`config.mk`:
```
export PLATFORM = sky130hd
export DESIGN_NAME = secded_decoder_pipe
export DESIGN_NICKNAME = d
export VERILOG_FILES = /design/src/rtl/secded_pkg.sv /design/src/rtl/secded_syndrome.sv /design/src/rtl/secded_decoder_pipe.sv
export SDC_FILE = /design/constraint.sdc
export NUM_CORES = 1
export LEC_CHECK = 0
export ABC_AREA = 1
export ABC_CLOCK_PERIOD_IN_PS = 2600
export CORE_ASPECT_RATIO = 1.4
export CORE_MARGIN = 3
export CORE_UTILIZATION = 56
export CTS_BUF_LIST = sky130_fd_sc_hd__clkbuf_4
export CTS_CLUSTER_SIZE = 28
export DETAILED_ROUTE_END_ITERATION = 12
export DONT_BUFFER_PORTS = 1
export PLACE_DENSITY_LB_ADDON = 0.08
export SYNTH_ARGS = -nofsm -noshare
export SYNTH_HDL_FRONTEND = slang
export SYNTH_HIERARCHICAL = 1
export SYNTH_SLANG_ARGS = --single-unit
```
`constraint.sdc`:
```
create_clock -name clk -period 2.6 [get_ports clk]
set_input_delay 0.39 -clock clk [delete_from_list [all_inputs] [get_ports clk]]
set_output_delay 0.39 -clock clk [all_outputs]
set_load 0.02 [all_outputs]
```
`src/rtl/secded_pkg.sv`:
```
// Shared types and elaboration-time helpers for the pipelined Hamming SECDED decoder.
// Position helpers work on 1-based Hamming positions; bit i of a codeword is position i+1.
package secded_pkg;

  typedef enum logic [1:0] {
    ST_OK  = 2'b00,
    ST_SEC = 2'b01,
    ST_DED = 2'b10
  } status_t;

  // Smallest r with 2^r >= data_w + r + 1.
  function automatic int calc_par_w(input int data_w);
    int r;
    r = 1;
    for (int i = 0; i < 8; i++) begin
      if ((1 << r) < data_w + r + 1) r = r + 1;
    end
    return r;
  endfunction

  function automatic logic is_pow2(input int pos);
    return (pos != 0) && ((pos & (pos - 1)) == 0);
  endfunction

endpackage

```
`src/rtl/secded_syndrome.sv`:
```
// Combinational Hamming syndrome and overall-parity computation for one codeword.
module secded_syndrome
  import secded_pkg::*;
#(
  parameter  int DATA_W = 4,
  localparam int PAR_W  = calc_par_w(DATA_W),
  localparam int CODE_W = DATA_W + PAR_W + 1
) (
  input  logic [CODE_W-1:0] code,
  output logic [PAR_W-1:0]  s,
  output logic              g
);

  // s[k] collects every bit whose Hamming position has bit k set; g0 has no position.
  always_comb begin
    s = '0;
    for (int k = 0; k < PAR_W; k++) begin
      for (int i = 0; i < CODE_W - 1; i++) begin
        if ((((i + 1) >> k) & 1) == 1) s[k] = s[k] ^ code[i];
      end
    end
  end

  assign g = ^code;

endmodule

```
`src/rtl/secded_decoder_pipe.sv`:
```
// Two-stage SECDED decoder: stage 1 holds code+syndrome, stage 2 holds the classified,
// optionally corrected data. Saturating SEC/DED counters count delivered words.
module secded_decoder_pipe
  import secded_pkg::*;
#(
  parameter  int DATA_W = 4,
  parameter  int CNT_W  = 16,
  localparam int PAR_W  = calc_par_w(DATA_W),
  localparam int CODE_W = DATA_W + PAR_W + 1,
  localparam int EP_W   = $clog2(CODE_W)
) (
  input  logic              clk,
  input  logic              rst_n,
  input  logic              in_valid,
  output logic              in_ready,
  input  logic [CODE_W-1:0] in_code,
  input  logic              correct_en,
  output logic              out_valid,
  input  logic              out_ready,
  output logic [DATA_W-1:0] out_data,
  output logic [PAR_W:0]    out_syndrome,
  output logic [1:0]        out_status,
  output logic [EP_W-1:0]   out_err_pos,
  input  logic              cnt_clr,
  output logic [CNT_W-1:0]  cnt_single,
  output logic [CNT_W-1:0]  cnt_double
);

  function automatic logic [DATA_W-1:0] extract_data(input logic [CODE_W-1:0] code);
    logic [DATA_W-1:0] d;
    int j;
    d = '0;
    j = 0;
    for (int i = 0; i < CODE_W - 1; i++) begin
      if (!is_pow2(i + 1) && j < DATA_W) begin
        d[j] = code[i];
        j = j + 1;
      end
    end
    return d;
  endfunction

  // Handshake: a stage advances when it is empty or its successor advances; a
  // transfer happens only on valid&ready, and a stalled stage holds its contents.
  logic s1_adv, s2_adv;
  logic v1, v2;

  assign s2_adv   = !v2 || out_ready;
  assign s1_adv   = !v1 || s2_adv;
  assign in_ready = s1_adv;
  assign out_valid = v2;

  logic [PAR_W-1:0] s_in;
  logic             g_in;

  secded_syndrome #(.DATA_W(DATA_W)) u_syndrome (
    .code (in_code),
    .s    (s_in),
    .g    (g_in)
  );

  logic [CODE_W-1:0] c1_q;
  logic [PAR_W-1:0]  s1_q;
  logic              g1_q;
  logic              ce1_q;

  always_ff @(posedge clk or negedge rst_n) begin
    if (!rst_n) begin
      v1    <= 1'b0;
      c1_q  <= '0;
      s1_q  <= '0;
      g1_q  <= 1'b0;
      ce1_q <= 1'b0;
    end else if (s1_adv) begin
      v1 <= in_valid;
      if (in_valid) begin
        c1_q  <= in_code;
        s1_q  <= s_in;
        g1_q  <= g_in;
        ce1_q <= correct_en;
      end
    end
  end

  status_t           st2;
  logic [EP_W-1:0]   pos2;
  logic [CODE_W-1:0] fixed2;
  logic [DATA_W-1:0] data2;

  // A nonzero syndrome beyond the last codeword position cannot be a single flip.
  always_comb begin
    st2    = ST_OK;
    pos2   = '0;
    fixed2 = c1_q;
    if (g1_q) begin
      if (s1_q == '0) begin
        st2  = ST_SEC;
        pos2 = EP_W'(CODE_W - 1);
      end else if (int'(s1_q) <= CODE_W - 1) begin
        st2  = ST_SEC;
        pos2 = EP_W'(int'(s1_q) - 1);
      end else begin
        st2 = ST_DED;
      end
    end else if (s1_q != '0) begin
      st2 = ST_DED;
    end
    if (ce1_q && st2 == ST_SEC) fixed2[pos2] = ~fixed2[pos2];
    data2 = extract_data(fixed2);
  end

  always_ff @(posedge clk or negedge rst_n) begin
    if (!rst_n) begin
      v2           <= 1'b0;
      out_data     <= '0;
      out_syndrome <= '0;
      out_status   <= ST_OK;
      out_err_pos  <= '0;
    end else if (s2_adv) begin
      v2 <= v1;
      if (v1) begin
        out_data     <= data2;
        out_syndrome <= {g1_q, s1_q};
        out_status   <= st2;
        out_err_pos  <= pos2;
      end
    end
  end

  always_ff @(posedge clk or negedge rst_n) begin
    if (!rst_n) begin
      cnt_single <= '0;
      cnt_double <= '0;
    end else if (cnt_clr) begin
      cnt_single <= '0;
      cnt_double <= '0;
    end else if (out_valid && out_ready) begin
      if (out_status == ST_SEC && cnt_single != '1) cnt_single <= cnt_single + 1'b1;
      if (out_status == ST_DED && cnt_double != '1) cnt_double <= cnt_double + 1'b1;
    end
  end

endmodule

```
==> reports/metrics.csv, run 1 <==
metric;value;unit
hold_path_class;primary input to register;
numCtsBuffers;9;
crit_type;register to register;
fillers;543;
final_util;61.5;%
max_stage_delay;0.53;ns
root_buffer;clkbuf_4;
multiInputGateArea;0.00177;mm^2
synth_xor_area_share;7.06;%
p_per_area;610;mW/mm^2
routabilityCongestion;0.900;
drc;0;
seq_area_frac_synth;42.7;%
synth_edf_count;0;
wl_per_cell;14.4;um
ys_top_cells_by_count;148 x nand2_1, 59 x dfrtp_1, 50 x nor2_1;
ant_nets;0;
vias_per_cell;5.48;
synth_top_cell_by_area;dfrtp_1;
worst_clock_skew;0.0128;ns
synth_adder_area_share;1.45;%
totalWireLength;7650;um
crit_top_cell;nand3_1;
antenna_found_initial;0;
yosysTopAreaCellShare;42.7;%
core_region_area;0.00590;mm^2
outcome;finished clean;
grt_pass1_vias;2877;
grt_pass1_wl;13300;um
die_width;72.4;um
syn_area;0.00346;mm^2
yosys-mux-area-fraction;2.93;%
slew_violations;0;
dpl.hpwl;5530;um
synth_seq_cells;59;
finalInstanceArea;0.00363;mm^2
cts_sinks;59;
clkSlewWorstSetupHoldPaths;0.10;ns
overflow;0;
clk_path_buf_depth;2;
avgSynthCellArea;7.60;um^2
synth-main-ff-cell;dfrtp_1;
slew-limit-headroom;55.6;%
clk_latency;0.41;ns
rsz0062_at_grt;false;
hold-worst-slack;0.0467;ns
cts_tree;built;
cp_max_fo;9;
drt-pass1-iter-count;4;
synth-compound-area-share;5.29;%
vias;2921;
dp.cells;515;
synthCells;455;
synth_area_leaders;dfrtp_1 43%, nand2_1 16%, nor2_1 5.4%, nand3_1 5.1%, xor2_1 4.6%;
fin_crit_sh;76.7;%
dieArea;0.00716;mm^2
cap_viol_max_count;0;
portBuffers;0;
synth_top_family_by_area;simple AND/OR/NAND/NOR gates;
die_h;99.0;um
grt_max_degree;60;
syn2layout_area_growth;5.00;%
min_period;2.00;ns
cpMaxStageDelayCell;dfrtp_1;
htreeDepth;3;
required;2.90;ns
synth.most_common_cell;nand2_1;
async_flop_share;100;%
start_util;58.5;%
critPathBufInv;1;
final-seq-area;0.00148;mm^2
layout-drive-gt1-share;10.8;%
drtIter0Drc;190;
yosys.area_share.simple;34.4;%
cp_top_family;simple AND/OR/NAND/NOR gates;
cp_cell_sequence;ha_1, nand3_1, nor2_2, nand3_1, nand2_2, nand2_4, inv_2, nand2_1, o31ai_1;
grt_use_total;23.5;%
rows;33;
start_kind;register;
postSynthNetCount;473;
final_net_count;476;
synth.yosys.warnings;6;
cts-resized-gates;0;
hold_viol_final;0;
worstMarginPinSlew;0.665;ns
synth.distinct_cells;33;
leakage;1.73;nW
peakVddDrop;494;uV
dpl_cell_area;0.00348;mm^2
setup_viol;0;
cp.arrival;2.30;ns
critPathCaptureType;register;
diodes;0;
io_pins;61;
tns;0;ns
stdcell_count;533;
max_freq;0.501;GHz
sequential cells by signal, indices dropped and copies added, names as in the netlist, 2 cells and up:
signal        cells
c1_q              8
cnt_double       16
cnt_single       16
out_data          4
out_err_pos       3
out_status        2
out_syndrome      3
s1_q              3
through the flow:
step,total power [mW],worst slack (ns)
after global routing,2.37,0.393
after CTS,2.24,0.625
after global placement,1.66,0.693
after floorplan,1.59,0.845
final,2.22,0.605
after detailed placement,1.67,0.646
final timing paths:
path,from,to,slack (ns),cells past startpoint
max,cnt_double[0]$_DFFE_PN0P_,cnt_double[6]$_DFFE_PN0P_,0.60,9
min,cnt_clr,cnt_single[12]$_DFFE_PN0P_,0.05,1
max reg2reg,cnt_double[0]$_DFFE_PN0P_,cnt_double[6]$_DFFE_PN0P_,0.60,9
min reg2reg,c1_q[7]$_DFFE_PN0P_,c1_q[7]$_DFFE_PN0P_,0.55,1
max in group asynchronous,rst_n,out_data[1]$_DFFE_PN0P_,1.82,2
min in group asynchronous,rst_n,cnt_double[8]$_DFFE_PN0P_,0.51,2
logic make-up (layout without fill, tap and decap cells):
group,count (synthesis),count (layout)
xor gates and xnor gates,27,27
muxes,9,9
buffers and inverters,49,57
and+or+nand+nor,274,274
adders and majority gates,4,4
DFF,59,59
AOI/OAI and AO/OA,33,33
layout by cell type, fill, tap and decap left out, types with 3 or more instances in the layout:
cell	Yosys	routed
xnor2_1	8	8
o21ai_0	15	15
inv_2	6	6
mux2_2	9	9
nand2_2	8	8
clkinv_1	1	3
nor3_1	9	9
dfrtp_1	59	59
o31ai_1	5	5
ha_1	4	4
xor2_1	18	18
nor2_2	3	3
nor2_1	50	50
nand3_1	35	35
inv_1	30	30
nand2_4	3	3
clkinv_2	1	3
nand2_1	148	148
nand4_1	13	13
a21oi_1	10	10
clkbuf_4	0	12
worst reg2reg max path, stage by stage, from the launching register on:
cell and delay (ns):
dfrtp_1 0.53, ha_1 0.28, nand3_1 0.17, nor2_2 0.17, nand3_1 0.10, nand2_2 0.20
nand2_4 0.13, inv_2 0.17, nand2_1 0.07, o31ai_1 0.07
report_power, final:
group          switching, mW  internal, mW  leakage (nW)
Clock                  0.321         0.220        0.0662
Sequential             0.221          1.03         0.765
Combinational          0.274         0.144         0.901
Total                  0.816          1.40          1.73
routing by layer:
| metal | GRT usage [%] | share of wire (%) | vias to the layer above |
|---|---|---|---|
| met2 | 41.3 | 53 | 80 |
| met5 | 0 | 0 | - |
| met4 | 8.66 | 1.5 | 0 |
| met3 | 7.14 | 5.5 | 10 |
| li1 | - | - | 1465 |
| met1 | 26.5 | 40 | 1366 |
cell type report:
cell class / count / area share [%]
clock buffer: 12 / 2.48
clock inverter: 4 / 0.483
inverter: 38 / 3.97
multi-input combinational: 347 / 48.7
sequential: 59 / 40.7
tap: 70 / 2.41
timing repair buffer: 3 / 1.24
repair_timing:
item | CTS | global route
endpoints found under the hold margin | 59 | 0
setup buffers | 0 | 0
hold buffers | 2 | 0
endpoints found under the setup margin | 0 | 0
(Power assumes the default switching activity.)
==> run 2: changes to the inputs <==
--- a/config.mk
+++ b/config.mk
@@ -6,7 +6,7 @@
 export NUM_CORES = 1
 export LEC_CHECK = 0
 export ABC_AREA = 1
-export ABC_CLOCK_PERIOD_IN_PS = 2600
+export ABC_CLOCK_PERIOD_IN_PS = 1940
 export CORE_ASPECT_RATIO = 1.4
 export CORE_MARGIN = 3
 export CORE_UTILIZATION = 56
==> constraint.sdc (replaced) <==
create_clock -name clk -period 1.94 [get_ports clk]
set_input_delay 0.291 -clock clk [delete_from_list [all_inputs] [get_ports clk]]
set_output_delay 0.291 -clock clk [all_outputs]
set_load 0.02 [all_outputs]
==> reports/metrics.csv, run 2 (synthesized netlist as in run 1, its figures left out) <==
metric;value;unit
outcome;finished clean;
hold_path_class;primary input to register;
numCtsBuffers;9;
r2r_end;cnt_double[11]$_DFFE_PN0P_;
min_from;cnt_clr;
portBuffers;0;
crit_type;register to register;
rows;33;
drc;0;
reg2reg_from;cnt_double[0]$_DFFE_PN0P_;
worst_clock_skew;0.0251;ns
slew_violations;0;
clkSlewWorstSetupHoldPaths;0.12;ns
max_freq;0.556;GHz
min_to;cnt_single[4]$_DFFE_PN0P_;
p_per_area;842;mW/mm^2
htreeDepth;3;
reg_top3;cnt_double x16, cnt_single x16, c1_q x8;
fin_crit_sh;92.7;%
io_pins;61;
die_width;72.4;um
hold_depth;3;
cap_viol_max_count;0;
start_util;58.5;%
grt_max_degree;60;
clk_latency;0.42;ns
wl_per_cell;14.0;um
min_period;1.80;ns
grt_pass1_wl;13100;um
grt_pass1_vias;2880;
mostFrequentLayoutCells;147 x nand2_1, 59 x dfrtp_1, 50 x nor2_1, 35 x nand3_1, 32 x buf_4;
cp.arrival;2.11;ns
root_buffer;clkbuf_4;
drt-pass1-iter-count;5;
cts_tree;built;
layout-drive-gt1-share;17.0;%
die_h;99.0;um
cts_sinks;59;
peakVddDrop;633;uV
vias;2987;
required;2.25;ns
reg2regPathDepth;9;
reg2reg_setup_slack;0.14;ns
totalWireLength;7900;um
cp_max_fo;9;
hold_viol_final;0;
overflow;0;
ant_nets;0;
clk_path_buf_depth;2;
dieArea;0.00716;mm^2
final_net_count;508;
final_common_cell;nand2_1;
slew-limit-headroom;66.7;%
hold-worst-slack;0.0122;ns
worstMarginPinSlew;0.498;ns
setup_viol;0;
vias_per_cell;5.29;
grt_use_total;23.2;%
routabilityCongestion;0.867;
dpl.hpwl;5880;um
antenna_found_initial;0;
final_util;66.4;%
finalPower;3.30;mW
critPathCaptureType;register;
drtIter0Drc;106;
core_region_area;0.00590;mm^2
start_kind;register;
syn2layout_area_growth;13.5;%
leakage;1.93;nW
diodes;0;
[run 2: per-layer routing]
metal / up-vias / GRT usage, % / part of all wire (%)
li1: 1532 / - / -
met1: 1375 / 25.6 / 41
met2: 70 / 41.7 / 52
met3: 10 / 5.82 / 5.3
met4: 0 / 9.09 / 1.5
met5: - / 0 / 0
[run 2: area by class of cell]
type                            count  area, um^2
Clock buffer                       10        75.1
Timing Repair Buffer               35         288
Clock inverter                      6        80.1
Tap cell                           70        87.6
Sequential cell                    59        1480
Fill cell                         552        1980
Multi-Input combinational cell    347        1770
Inverter                           38         145
[run 2: worst max-delay path by stage]
stage | startpoint | endpoint | slack (ns) | depth (start not counted)
4_1_cts | cnt_double[0]$_DFFE_PN0P_ | cnt_double[11]$_DFFE_PN0P_ | 0.15 | 9
5_1_grt | s1_q[0]$_DFFE_PN0P_ | out_data[2]$_DFFE_PN0P_ | -0.009 | 12
3_3_place_gp | s1_q[0]$_DFFE_PN0P_ | out_data[0]$_DFFE_PN0P_ | 0.19 | 12
6_report | cnt_double[0]$_DFFE_PN0P_ | cnt_double[11]$_DFFE_PN0P_ | 0.14 | 9
3_5_place_dp | s1_q[0]$_DFFE_PN0P_ | out_data[0]$_DFFE_PN0P_ | 0.18 | 12
2_1_floorplan | cnt_single[0]$_DFFE_PN0P_ | cnt_single[15]$_DFFE_PN0P_ | 0.19 | 11
[run 2: per-stage QoR]
stage	cells	area (um^2)	TNS (ns)	setup WS [ns]
after floorplan	455	3460	0	0.185
after global placement	546	3720	0	0.189
after detailed placement	546	3720	0	0.178
after CTS	565	3920	0	0.147
after global routing	565	3920	-0.00858	-0.00858
final	565	3920	0	0.142
[run 2: worst max-delay path, stage by stage (launching register included)]
cell     delay, ns
dfrtp_1       0.37
ha_1          0.24
nand3_1       0.17
nor2_2        0.16
nand3_1       0.11
nand2_2       0.21
nand2_4       0.13
inv_2         0.17
nand2_1       0.07
o31ai_1       0.07
[run 2: what timing repair did]
item | 4_1_cts | 5_1_grt
endpoints found under the setup margin | 0 | 5
resized for setup | 0 | 2
setup buffers | 0 | 0
hold endpoints to repair | 66 | 0
hold buffers | 3 | 0
[run 2: report_power, final]
group	internal, mW	total [mW]	switching [mW]	leakage, nW
Sequential	1.39	1.63	0.242	0.765
Combinational	0.233	0.670	0.437	1.07
Clock	0.529	1.00	0.475	0.0899
Total	2.15	3.30	1.15	1.93
